--- config.mk ---
export PLATFORM = sky130hd
export DESIGN_NAME = ps2_keyboard
export DESIGN_NICKNAME = d
export VERILOG_FILES = /design/src/rtl/ps2_keyboard.sv
export SDC_FILE = /design/constraint.sdc
export NUM_CORES = 1
export LEC_CHECK = 0
export CAP_MARGIN = 20
export CORE_ASPECT_RATIO = 0.75
export CORE_MARGIN = 2
export CORE_UTILIZATION = 45
export CTS_BUF_LIST = sky130_fd_sc_hd__clkbuf_16
export DETAILED_ROUTE_END_ITERATION = 6
export PLACE_DENSITY = 0.66
export SLEW_MARGIN = 0
export SYNTH_ARGS = -nofsm -noshare
export SYNTH_HDL_FRONTEND = slang
export SYNTH_SLANG_ARGS = --single-unit
--- constraint.sdc ---
create_clock -name clk -period 3 [get_ports clk]
set_input_delay 0.3 -clock clk [delete_from_list [all_inputs] [get_ports clk]]
set_output_delay 0.3 -clock clk [all_outputs]
set_load 0.1 [all_outputs]
--- src/rtl/ps2_keyboard.sv ---
// PS/2 scan-code set 2 receiver and Hack key-code translator feeding the kbIn word.
// Holds the code of the currently pressed mapped key, 0 when none is held.
module ps2_keyboard #(
    parameter int TIMEOUT_CYCLES = 50000,
    parameter int SYNC_STAGES    = 2
) (
    input  logic        clk,
    input  logic        reset,
    input  logic        ps2_clk,
    input  logic        ps2_data,
    output logic [15:0] key,
    output logic        scan_valid,
    output logic [7:0]  scan_code,
    output logic        frame_err
);
    localparam int TW = $clog2(TIMEOUT_CYCLES + 1);

    typedef enum logic [1:0] {IDLE, DATA, PARITY, STOP} state_t;

    state_t                 state;
    logic [SYNC_STAGES-1:0] clk_sync, data_sync;
    logic                   clk_prev;
    logic [2:0]             bit_cnt;
    logic [7:0]             shreg;
    logic                   par;
    logic [TW-1:0]          tcnt;
    logic                   ext, brk, shift;
    logic [7:0]             key_lo;
    logic                   fall_p0, bit_p0;
    logic [7:0]             code_p0;

    // Returns 0 for unmapped codes; shift only affects letters.
    function automatic logic [7:0] xlate(input logic e, input logic [7:0] b, input logic sh);
        logic [7:0] r;
        logic [4:0] li;
        logic       letter;
        r = 8'd0;
        li = 5'd0;
        letter = 1'b0;
        if (e) begin
            case (b)
                8'h6B: r = 8'd130;
                8'h75: r = 8'd131;
                8'h74: r = 8'd132;
                8'h72: r = 8'd133;
                8'h6C: r = 8'd134;
                8'h69: r = 8'd135;
                8'h7D: r = 8'd136;
                8'h7A: r = 8'd137;
                8'h70: r = 8'd138;
                8'h71: r = 8'd139;
                default: r = 8'd0;
            endcase
        end else begin
            case (b)
                8'h1C: begin letter = 1'b1; li = 5'd0;  end
                8'h32: begin letter = 1'b1; li = 5'd1;  end
                8'h21: begin letter = 1'b1; li = 5'd2;  end
                8'h23: begin letter = 1'b1; li = 5'd3;  end
                8'h24: begin letter = 1'b1; li = 5'd4;  end
                8'h2B: begin letter = 1'b1; li = 5'd5;  end
                8'h34: begin letter = 1'b1; li = 5'd6;  end
                8'h33: begin letter = 1'b1; li = 5'd7;  end
                8'h43: begin letter = 1'b1; li = 5'd8;  end
                8'h3B: begin letter = 1'b1; li = 5'd9;  end
                8'h42: begin letter = 1'b1; li = 5'd10; end
                8'h4B: begin letter = 1'b1; li = 5'd11; end
                8'h3A: begin letter = 1'b1; li = 5'd12; end
                8'h31: begin letter = 1'b1; li = 5'd13; end
                8'h44: begin letter = 1'b1; li = 5'd14; end
                8'h4D: begin letter = 1'b1; li = 5'd15; end
                8'h15: begin letter = 1'b1; li = 5'd16; end
                8'h2D: begin letter = 1'b1; li = 5'd17; end
                8'h1B: begin letter = 1'b1; li = 5'd18; end
                8'h2C: begin letter = 1'b1; li = 5'd19; end
                8'h3C: begin letter = 1'b1; li = 5'd20; end
                8'h2A: begin letter = 1'b1; li = 5'd21; end
                8'h1D: begin letter = 1'b1; li = 5'd22; end
                8'h22: begin letter = 1'b1; li = 5'd23; end
                8'h35: begin letter = 1'b1; li = 5'd24; end
                8'h1A: begin letter = 1'b1; li = 5'd25; end
                8'h45: r = 8'd48;
                8'h16: r = 8'd49;
                8'h1E: r = 8'd50;
                8'h26: r = 8'd51;
                8'h25: r = 8'd52;
                8'h2E: r = 8'd53;
                8'h36: r = 8'd54;
                8'h3D: r = 8'd55;
                8'h3E: r = 8'd56;
                8'h46: r = 8'd57;
                8'h29: r = 8'd32;
                8'h5A: r = 8'd128;
                8'h66: r = 8'd129;
                8'h76: r = 8'd140;
                8'h05: r = 8'd141;
                8'h06: r = 8'd142;
                8'h04: r = 8'd143;
                8'h0C: r = 8'd144;
                8'h03: r = 8'd145;
                8'h0B: r = 8'd146;
                8'h83: r = 8'd147;
                8'h0A: r = 8'd148;
                8'h01: r = 8'd149;
                8'h09: r = 8'd150;
                8'h78: r = 8'd151;
                8'h07: r = 8'd152;
                default: r = 8'd0;
            endcase
            if (letter)
                r = (sh ? 8'd97 : 8'd65) + {3'b000, li};
        end
        return r;
    endfunction

    // Stage p0: edge detect on the synchronised bus and translation of the assembled byte
    always_comb begin
        fall_p0 = clk_prev & ~clk_sync[SYNC_STAGES-1];
        bit_p0  = data_sync[SYNC_STAGES-1];
        code_p0 = xlate(ext, shreg, shift);
    end

    assign key = {8'h00, key_lo};

    always_ff @(posedge clk) begin
        if (reset) begin
            clk_sync   <= '1;
            data_sync  <= '1;
            clk_prev   <= 1'b1;
            state      <= IDLE;
            bit_cnt    <= 3'd0;
            shreg      <= 8'h00;
            par        <= 1'b0;
            tcnt       <= '0;
            ext        <= 1'b0;
            brk        <= 1'b0;
            shift      <= 1'b0;
            key_lo     <= 8'h00;
            scan_valid <= 1'b0;
            scan_code  <= 8'h00;
            frame_err  <= 1'b0;
        end else begin
            clk_sync   <= {clk_sync[SYNC_STAGES-2:0], ps2_clk};
            data_sync  <= {data_sync[SYNC_STAGES-2:0], ps2_data};
            clk_prev   <= clk_sync[SYNC_STAGES-1];
            scan_valid <= 1'b0;
            frame_err  <= 1'b0;
            if (fall_p0) begin
                tcnt <= '0;
                case (state)
                    IDLE: begin
                        if (!bit_p0) begin
                            state   <= DATA;
                            bit_cnt <= 3'd0;
                        end
                    end
                    DATA: begin
                        shreg   <= {bit_p0, shreg[7:1]};
                        bit_cnt <= bit_cnt + 3'd1;
                        if (bit_cnt == 3'd7)
                            state <= PARITY;
                    end
                    PARITY: begin
                        par   <= bit_p0;
                        state <= STOP;
                    end
                    STOP: begin
                        state <= IDLE;
                        if (bit_p0 && (^{shreg, par})) begin
                            scan_valid <= 1'b1;
                            scan_code  <= shreg;
                            if (shreg == 8'hE0) begin
                                ext <= 1'b1;
                            end else if (shreg == 8'hF0) begin
                                brk <= 1'b1;
                            end else begin
                                ext <= 1'b0;
                                brk <= 1'b0;
                                if (!ext && (shreg == 8'h12 || shreg == 8'h59))
                                    shift <= ~brk;
                                else if (!brk && code_p0 != 8'h00)
                                    key_lo <= code_p0;
                                else if (brk && code_p0 != 8'h00 && code_p0 == key_lo)
                                    key_lo <= 8'h00;
                            end
                        end else begin
                            frame_err <= 1'b1;
                        end
                    end
                    default: state <= IDLE;
                endcase
            end else if (state != IDLE) begin
                // A stalled keyboard must not wedge the receiver mid-frame.
                if (tcnt == TW'(TIMEOUT_CYCLES - 1)) begin
                    state     <= IDLE;
                    frame_err <= 1'b1;
                    tcnt      <= '0;
                end else begin
                    tcnt <= tcnt + 1'b1;
                end
            end else begin
                tcnt <= '0;
            end
        end
    end
endmodule

==> flow_summary.yaml <==
outcome:
  outcome: "finished with violations"
  violations: "DRC"
detailed_routing:
  ant_nets: 0
  first_iter_violations: 441
  detail_route.wl_per_cell_um: 18.10
  drt-vias-per-instance: 6.120
  drcViolationCount: 2
  dr.pass1.iters: 7
  routed_wl_um: 11890
  routed-via-count: 4021
clock_tree:
  clock_sinks: 56
  cts_made_buffers: 5
  htreeDepth: 2
  clockBufferDepth: 2
  cts_tree: "done"
  root_buffer: "clkbuf_16"
  clk_latency_ns: 0.31
  cts.clk_slew.worst_paths_ns: 0.08
  cts_hold_buf: 0
synth:
  synthFlopType: "dfxtp_1"
  synthTopCellsByArea: "dfxtp_1 (28%), nor2_1 (6.1%), mux2i_1 (4.0%)"
  ys_warn_count: 0
  ys_types: 88
  synth_top_area_cell: "dfxtp_1"
  synth_cells: 491
  synth_most_common_cell: "nor2_1"
  yosysSeqAreaShare_pct: 28.03
  netlist.area_leader.share_pct: 28.03
  synth_area_um2: 4000
  async_flop_share_pct: 0
  synth_seq_cells: 56
  synth-edff-count: 0
  syn_avg_cell_area_um2: 8.147
  synthTopCellsByCount: "nor2_1 (65), dfxtp_1 (56), nand2_1 (22), nor3_1 (20), clkbuf_1 (18)"
sta:
  min_period_over_period_pct: 98.31
  rsz0062_at_grt: "yes"
  skew_ns: 0.008476
  setup_viol: 0
  final_max_slew_viol_count: 0
  max_freq_mhz: 339.1
  tightestPinTransition_ns: 0.9775
  finalHoldViolCount: 0
  slew_headroom_pct: 34.63
  fin_crit_ns: 2.949
setup_path:
  cp_num_buf_inv: 0
  cp-start-kind: "flop"
  crit_chain: "or4b_4 -> a211o_1 -> a31o_1 -> o311ai_4 -> ha_4 -> nand2_1 -> a31oi_2 -> xnor2_1 -> o211a_1 -> a31oi_4 -> a22o_1"
  crit_fanout: 8
  required_ns: 3.20
  critPathTopFamily: "compound AO/OA/AOI/OAI gates"
  cp_slowest_stage_delay_ns: 0.56
  arrival_ns: 3.15
  worstSetupEndpointType: "flop"
  slowest_stage: "or4b_4"
  worstSetupPathType: "flop to flop"
grt:
  track_usage_pct: 24.85
  met3_usage_pct: 4.382
  use_met2_pct: 34.94
  grt-busiest-layer: "met1"
  grt_max_degree: 32
  grt_pass1_vias: 3572
  grtUsageMet1_pct: 38.73
  grt_pass1_wl_um: 19080
  grt_overflow: 0
  antenna_found_initial: 0
final_layout:
  drive_gt1_share_pct: 25.68
  n_antenna_cell: 0
  nNetsFinal: 560
  stdcell_area_um2: 4941
  area_delta_synth_final_pct: 23.52
die:
  start_util_pct: 46.71
  chipHeight_um: 85.65
  core_um2: 8563
  chipWidth_um: 112.9
  ios: 30
  die_area_um2: 9667
  fp-row-count: 29
power:
  pwr_density_cell_nw_per_um2: 287.4
  p_total_mw: 1.420
  p_leak_nw: 1.903
  ir_worst_vdd_mv: 0.2181
min_path:
  hold_path.class: "flop to flop"
placed_design:
  gp_congestion: 0.9429
  place_area_um2: 4603
  hpwl_um: 8826
  io_buffers: 21
flow_run:
  drv_cap: 0
## state kept, by name (all words and copies together), names as in the netlist, 2 cells and up
name       cells
scan_code      8
key_lo         8
tcnt          16
shreg          8
clk_sync       2
data_sync      2
state          2
bit_cnt        3
## path summary, 6_finish.rpt
path / from / end / slack [ns] / cells past startpoint
setup / recovery: shreg[7] / key_lo[3] / 0.05 / 11
hold / removal: data_sync[0] / data_sync[1] / 0.42 / 1
setup reg to reg: shreg[7] / key_lo[3] / 0.05 / 11
hold reg to reg: data_sync[0] / data_sync[1] / 0.42 / 1
## layer usage
metal | up-vias | wire length, um
met5 | - | 0
met2 | 182 | 4813
met4 | 0 | 197
met3 | 33 | 1067
met1 | 1918 | 5815
li1 | 1888 | -
## cell usage in the layout, fill, tap and decap left out, types with 4 or more instances in the layout
cell type | synthesis | final
buf_4 | 10 | 79
clkdlybuf4s50_1 | 0 | 10
or3b_2 | 4 | 4
xor2_1 | 14 | 13
o2111ai_1 | 5 | 5
conb_1 | 1 | 8
dfxtp_1 | 56 | 48
nand3_1 | 13 | 13
or2_2 | 9 | 9
ha_1 | 8 | 7
and2_1 | 4 | 4
nor2b_1 | 8 | 7
a31oi_1 | 11 | 10
nor2_1 | 65 | 65
mux2i_1 | 16 | 16
a22o_1 | 5 | 5
nand4_1 | 4 | 4
nand2_1 | 22 | 22
inv_1 | 12 | 12
dfxtp_4 | 0 | 4
clkbuf_16 | 0 | 5
nor4bb_1 | 6 | 6
or3_1 | 4 | 4
nand2b_1 | 11 | 11
dfxtp_2 | 0 | 4
nor3_1 | 20 | 20
o21ai_0 | 13 | 13
xnor2_1 | 13 | 13
a21oi_1 | 17 | 17
## power by group
part | switching [mW] | internal, mW
clock network | 0.293 | 0.314
logic | 0.0588 | 0.0106
registers | 0.00172 | 0.742
total | 0.354 | 1.07
## stage by stage
stage	TNS [ns]	utilization [%]	hold slack (ns)	cells	setup slack [ns]
after detailed placement	-1.043	53.76	0.3999	644	-0.1490
final	0	57.70	0.4190	657	0.05078
after global routing	-0.5448	57.70	0.4304	657	-0.1051
after CTS	0	55.87	0.4186	653	0.006213
after global placement	-0.6902	53.76	0.3946	644	-0.1021
after floorplan	0	-	0.3895	498	0.1283
## timing repair
| action | in CTS | in global routing |
|---|---|---|
| buffers inserted | 1 | 4 |
| pin swaps | 2 | 14 |
| endpoints found under the setup margin | 8 | 8 |
| resized for setup | 7 | 26 |
## layout make-up
type / count / area (um2)
clock buffer: 5 / 125.1
clock inverter: 3 / 22.52
fill: 783 / 3622
inverter: 13 / 48.80
multi-input combinational: 380 / 2733
sequential: 56 / 1141
tap: 108 / 135.1
timing repair buffer: 92 / 735.7
## cell families (layout without fill, tap and decap cells)
kind of cell	Yosys count	in the layout	synth area share [%]
buf+inv	62	113	7.444
mux	18	18	4.567
fa+ha+maj	8	8	2.502
flops	56	56	28.03
xor+xnor	29	29	7.038
simple gates	210	210	29.81
other cells	1	8	0.09375
compound gates	107	107	20.52
No activity file was read; power rests on OpenSTA's default activity.
